## src/rtl/reg16_write_stage.sv

```systemverilog
// reg16_write_stage: small FIFO between the ALU result and Register16b.
// Register16b has no load enable, so this stage holds its input constant between commits.
// Ports:
//   clkpos       - the only clock; all state updates on its rising edge
//   reset        - synchronous, active high
//   vdd, vss     - supply ties, no functional effect
//   wr_valid     - upstream word valid
//   wr_data      - upstream word
//   wr_ready     - stage can accept a word this cycle
//   commit_en    - move the queue head into the register
//   reg_in       - drives in[15:0] of Register16b
//   commit_pulse - reg_in took a new value on the last edge
//   flag_zero    - reg_in is zero
//   flag_neg     - top bit of reg_in
//   commit_cnt   - number of commits, modulo 256
//   occupancy    - number of words currently queued
module reg16_write_stage #(
    parameter int WIDTH = 16,
    parameter int DEPTH = 2
) (
    input  logic                     clkpos,
    input  logic                     reset,
    input  logic                     vdd,
    input  logic                     vss,
    input  logic                     wr_valid,
    input  logic [WIDTH-1:0]         wr_data,
    output logic                     wr_ready,
    input  logic                     commit_en,
    output logic [WIDTH-1:0]         reg_in,
    output logic                     commit_pulse,
    output logic                     flag_zero,
    output logic                     flag_neg,
    output logic [7:0]               commit_cnt,
    output logic [$clog2(DEPTH):0]   occupancy
);
    localparam int AW = $clog2(DEPTH);
    localparam int OW = AW + 1;

    logic [WIDTH-1:0] mem [DEPTH];
    logic [AW-1:0]    rd_ptr;
    logic [AW-1:0]    wr_ptr;
    logic             push;
    logic             pop;
    logic             unused_supply;

    assign unused_supply = ^{vdd, vss};

    // ready looks only at registered occupancy, never at commit_en
    assign wr_ready  = occupancy < OW'(DEPTH);
    assign push      = wr_valid & wr_ready;
    assign pop       = commit_en & (occupancy != '0);
    assign flag_zero = reg_in == '0;
    assign flag_neg  = reg_in[WIDTH-1];

    // pointers wrap naturally since DEPTH is a power of two
    always_ff @(posedge clkpos) begin
        if (reset) begin
            rd_ptr       <= '0;
            wr_ptr       <= '0;
            occupancy    <= '0;
            reg_in       <= '0;
            commit_pulse <= 1'b0;
            commit_cnt   <= '0;
        end else begin
            if (push) begin
                mem[wr_ptr] <= wr_data;
                wr_ptr      <= wr_ptr + 1'b1;
            end
            if (pop) begin
                rd_ptr     <= rd_ptr + 1'b1;
                commit_cnt <= commit_cnt + 8'd1;
            end
            reg_in       <= pop ? mem[rd_ptr] : reg_in;
            commit_pulse <= pop;
            occupancy    <= occupancy + OW'(push) - OW'(pop);
        end
    end
endmodule
```

## config.mk

```make
export PLATFORM = sky130hd
export DESIGN_NAME = reg16_write_stage
export DESIGN_NICKNAME = d
export VERILOG_FILES = /design/src/rtl/reg16_write_stage.sv
export SDC_FILE = /design/constraint.sdc
export NUM_CORES = 1
export LEC_CHECK = 0
export CAP_MARGIN = 20
export CORE_UTILIZATION = 44
export DETAILED_ROUTE_END_ITERATION = 6
export PLACE_DENSITY = 0.86
export SLEW_MARGIN = 20
export SYNTH_ARGS = -nofsm -noshare
export SYNTH_HDL_FRONTEND = slang
export SYNTH_SLANG_ARGS = --single-unit
```

## constraint.sdc

```tcl
create_clock -name clkpos -period 2.26 [get_ports clkpos]
set_input_delay 0.565 -clock clkpos [delete_from_list [all_inputs] [get_ports clkpos]]
set_output_delay 0.565 -clock clkpos [all_outputs]
set_load 0.05 [all_outputs]
```

Yosys cells after proc, flatten, opt, wreduce, memory -nomap -nowiden
Memory sizes are Yosys's and may differ from the RTL's. A register that Yosys moved wholly into a read port is not among the register bits.
Index checks and enable logic that the tools add are counted.
Widths: inputs -> output; s select.

operators by class
  $add $sub $neg = 5
  magnitude comparators = 1
  mux-type cells = 3
  bitwise gates (word level) = 2
  reduce and logical (&&, ||, !) cells = 2

operator list
  cell                 number
  $logic_not 16->1     1
  $add 8x1->8 const B  1
  $mux 1               3
  $add 1x1->1 const B  2
  $add 2x1->2          1
  $and 1x1->1          2
  $lt 2x2->1 const B   1
  $reduce_bool 2->1    1
  $sub 2x1->2          1

word-level totals
  register bits after elaboration = 13
  memory bits (writable) = 32
  input port bits = 22
  memories kept = 1

memories
  name  words  bits a word  rd ports  clocked after memory_dff  write ports  line  RTL
  mem   2      16           1         1                         1            39    logic [WIDTH-1:0] mem [DEPTH];

Depth between registers and ports, before layout
Gate-level depths: netlist of run 1.

  depth after elaboration = 5
  gate-level depth with buffers = 7
  mapped depth without buffers = 5

Least setup slack after synthesis of run 1
No wires, ideal clock.

  path kind = register -> register
  start = register occupancy[1]
  end = memory mem[1][0], enable pin
  library setup time = 0.413 ns
  data arrival time = 2.084 ns
  data required time = 1.847 ns
  path slack = -0.237 ns
  cell stages (with the launch flop) = 3
  path buffers = 0
  cell sequence = dfxtp_1 > nand2b_1 > nor3b_1

between the ends
  longest elaborated chain between the ends = 5

RTL lines
  what                          line  RTL
  start: declaration            34    output logic [$clog2(DEPTH):0] occupancy
  start signal: assignment      75    occupancy <= occupancy + OW'(push) - OW'(pop);
  $lt 2x2->1                    49    assign wr_ready = occupancy < OW'(DEPTH);
  $and 1x1->1                   50    assign push = wr_valid & wr_ready;
  $mux 1                        65    if (push) begin
  $mux 1                        57    if (reset) begin
  $mux 1 (implied by the code)  66    mem[wr_ptr] <= wr_data;
  end: declaration              39

No other way between the ends.

Worst setup path in the final report of run 1
  start = register commit_cnt[3]
  end = output commit_cnt[3]

RTL lines
  what                      line  RTL
  start: declaration        33    output logic [7:0] commit_cnt,
  start signal: assignment  71    commit_cnt <= commit_cnt + 8'd1;

No word-level cell between the ends.

==> results.sh, run 1 <==
export IMPL_track_usage_pct=17.6
export IMPL_critPathSlowestCell="clkdlybuf4s50_1"
export IMPL_ir_drop_mv=0.595
export IMPL_powerDensity_nw_per_um2=1220
export IMPL_synth_cell_types=31
export IMPL_critPathKind="flop to output pin"
export IMPL_synth_nets=197
export IMPL_rows=25
export IMPL_synth_cells=173
export IMPL_cts_buffers=9
export IMPL_synth_seq_area_share_pct=67.3
export IMPL_post_route_period_util_pct=96.7
export IMPL_max_clock_freq_mhz=457
export IMPL_crit_path_max_fanout=7
export IMPL_syn_area_um2=2290
export IMPL_slew_headroom_pct=66.6
export IMPL_grt_pass1_vias=1417
export IMPL_place_gp_congestion=0.749
export IMPL_area_growth_pct=35.4
export IMPL_cts_hold_buffers_added=0
export IMPL_critical_path_top_delay_family="buffers and inverters"
export IMPL_dp_cells=288
export IMPL_core_um2=4880
export IMPL_antenna_left=0
export IMPL_netlist_area_leader_share_pct=41.9
export IMPL_cap_violations=0
export IMPL_seqCellArea_um2=1540
export IMPL_wl_um=4250
export IMPL_routed_via_density=5.06
export IMPL_diodes=0
export IMPL_io_buffers=49
export IMPL_dp_hpwl_um=3010
export IMPL_clk_latency_ns=0.33
export IMPL_fillers=423
export IMPL_netlist_top_cell_by_area="edfxtp_1"
export IMPL_drive_gt1_share_pct=11.4
export IMPL_synth_warnings=0
export IMPL_drc=0
export IMPL_final_cells=304
export IMPL_maxSlewViolCount=0
export IMPL_grt_first_pass_wirelength_um=6620
export IMPL_hp_class="flop to flop"
export IMPL_yosys_top_cells_count="edfxtp_1 (32), dfxtp_1 (29), nor2_1 (23), a211oi_1 (16), mux2i_1 (16)"
export IMPL_totalNegativeSetupSlack_ns=0
export IMPL_ys_async_sr_fraction_pct=0
export IMPL_setup_violations=0
export IMPL_htreeDepth=3
export IMPL_clock_sinks=61
export IMPL_crit_required_ns=1.69
export IMPL_antenna_found_initial=0
export IMPL_worstPathArrival_ns=1.62
export IMPL_path_cells="clkdlybuf4s50_1"
export IMPL_power_leakage_nw=1.05
export IMPL_grt_ovfl_total=0
export IMPL_p_total_mw=3.77
export IMPL_grt_setup_unrepaired="false"
export IMPL_skew_ns=0.00601
export IMPL_cp_end_kind="output pin"
export IMPL_vias=1539
export IMPL_dr_pass1_iters=4
export IMPL_dieWidth_um=74.2
export IMPL_hold_viol=0
export IMPL_nets=256
export IMPL_synth_flop_cell="edfxtp_1"
export IMPL_synth_seq_cells=61
export IMPL_synth_edf_count=32
export IMPL_clockBufferDepth=2
export IMPL_dieArea_um2=5500
export IMPL_fin_crit_ns=2.19
export IMPL_grt_max_degree=21
export IMPL_ios=52
export IMPL_multi_input_area_um2=697
export IMPL_cts_tree="yes"
export IMPL_reg2reg_slack_ns=0.85
export IMPL_startpoint_type="flop"
export IMPL_avgSynthCellArea_um2=13.2
export IMPL_status="complete, no violations"
export IMPL_worst_path_buf_inv=1
export IMPL_max_stage_delay_ns=0.85
export IMPL_start_util_pct=46.9
export IMPL_cts_root_buf="clkbuf_8"
export IMPL_postCtsSetupRepairBufs=0
export IMPL_synth_area_leaders="edfxtp_1 (42%), dfxtp_1 (25%), mux2i_1 (7.0%)"
export IMPL_yosysMostFrequentCell="edfxtp_1"
export IMPL_clk_pin_slew_ns=0.06
export IMPL_tightest_slew_ns=0.500
export IMPL_post_drt_wl_per_cell_um=14.0
export IMPL_die_h_um=74.2
export IMPL_worst_hold_slack_ns=0.501
export IMPL_drtIter0Drc=43
==> sequential cells by signal, summed over array words and instances (netlist names) <==
name,flops
mem,32
wr_ptr,1
commit_pulse,1
rd_ptr,1
reg_in,16
occupancy,2
commit_cnt,8
==> per-layer routing <==
| layer | part of all wire [%] | track usage [%] | vias to the layer above | wire, um |
|---|---|---|---|---|
| met5 | 0 | 0 | - | 0 |
| met4 | 1.3 | 7.69 | 0 | 56 |
| met3 | 5.7 | 8.81 | 5 | 241 |
| met2 | 53 | 31.0 | 44 | 2240 |
| met1 | 40 | 17.4 | 718 | 1710 |
| li1 | - | - | 772 | - |
==> final timing paths <==
path | start | to | cells after the start
max reg2reg | commit_cnt[0]$_SDFFE_PP0P_ | commit_cnt[6]$_SDFFE_PP0P_ | 4
min reg2reg | commit_cnt[1]$_SDFFE_PP0P_ | commit_cnt[1]$_SDFFE_PP0P_ | 2
max | commit_cnt[3]$_SDFFE_PP0P_ | commit_cnt[3] | 1
min | commit_cnt[1]$_SDFFE_PP0P_ | commit_cnt[1]$_SDFFE_PP0P_ | 2
==> cell type report <==
class | count | share of cell area (%)
Multi-Input combinational cell | 101 | 22.5
Sequential cell | 61 | 49.7
Clock buffer | 11 | 4.23
Tap cell | 67 | 2.70
Clock inverter | 5 | 2.42
Inverter | 1 | 0.121
Timing Repair Buffer | 58 | 18.4
==> placed cells by master (no fill, tap or decap), types with 2 or more instances in the layout <==
master	count
o21ai_0	2
edfxtp_1	32
clkbuf_1	2
bufinv_16	2
nand2b_1	2
xnor2_1	3
nand4_1	3
nor2_1	23
a21oi_1	4
mux2i_1	16
a211oi_1	16
xor2_1	2
clkdlybuf4s50_1	47
nor4_1	4
o21a_1	2
clkinv_1	2
dfxtp_1	29
nand2_1	3
nor2b_1	3
o31ai_1	2
ha_1	2
nor3_1	2
or4_1	3
clkbuf_8	9
buf_4	9
==> per-stage QoR <==
| stage | utilization, % | cell area [um2] | setup slack (ns) |
|---|---|---|---|
| after global routing | 63.6 | 3100 | 0.00251 |
| after CTS | 63.5 | 3100 | 0.0544 |
| after floorplan | - | 2300 | 0.308 |
| final | 63.6 | 3100 | 0.0735 |
| after global placement | 59.3 | 2890 | 0.238 |
| after detailed placement | 59.3 | 2890 | 0.223 |
==> worst reg2reg max path, stage by stage (launching register included) <==
cell and delay [ns]:
dfxtp_1 0.41, ha_1 0.20, o211ai_1 0.16, or4_1 0.49, o21ai_0 0.08
==> logic make-up after synthesis <==
group	after synthesis	synth area share, %
flops	61	67.3
mux	17	7.48
fa+ha+maj	2	1.09
xor+xnor	5	1.91
simple gates	49	10.9
buf+inv	11	2.73
compound gates	28	8.57
==> repair_timing <==
action / CTS / global route
endpoints found under the setup margin: 0 / 1
endpoints found under the hold margin: 0 / 0
resized for setup: 0 / 1
==> power by group <==
| part | switching (mW) | leakage, nW | internal (mW) |
|---|---|---|---|
| combinational | 0.807 | 0.423 | 0.504 |
| sequential | 0.134 | 0.530 | 1.34 |
| clock | 0.377 | 0.0986 | 0.614 |
| total | 1.32 | 1.05 | 2.45 |
Note: power is estimated with default switching activity, not from simulation.
==> inputs of run 2 (changes only) <==
--- a/config.mk
+++ b/config.mk
@@ -7,6 +7,7 @@
 export LEC_CHECK = 0
 export CAP_MARGIN = 20
 export CORE_UTILIZATION = 44
+export CTS_CLUSTER_SIZE = 14
 export DETAILED_ROUTE_END_ITERATION = 6
 export PLACE_DENSITY = 0.86
 export SLEW_MARGIN = 20
==> results of run 2 <==
No change in the layout: final DEF, timing and power equal those of run 1.
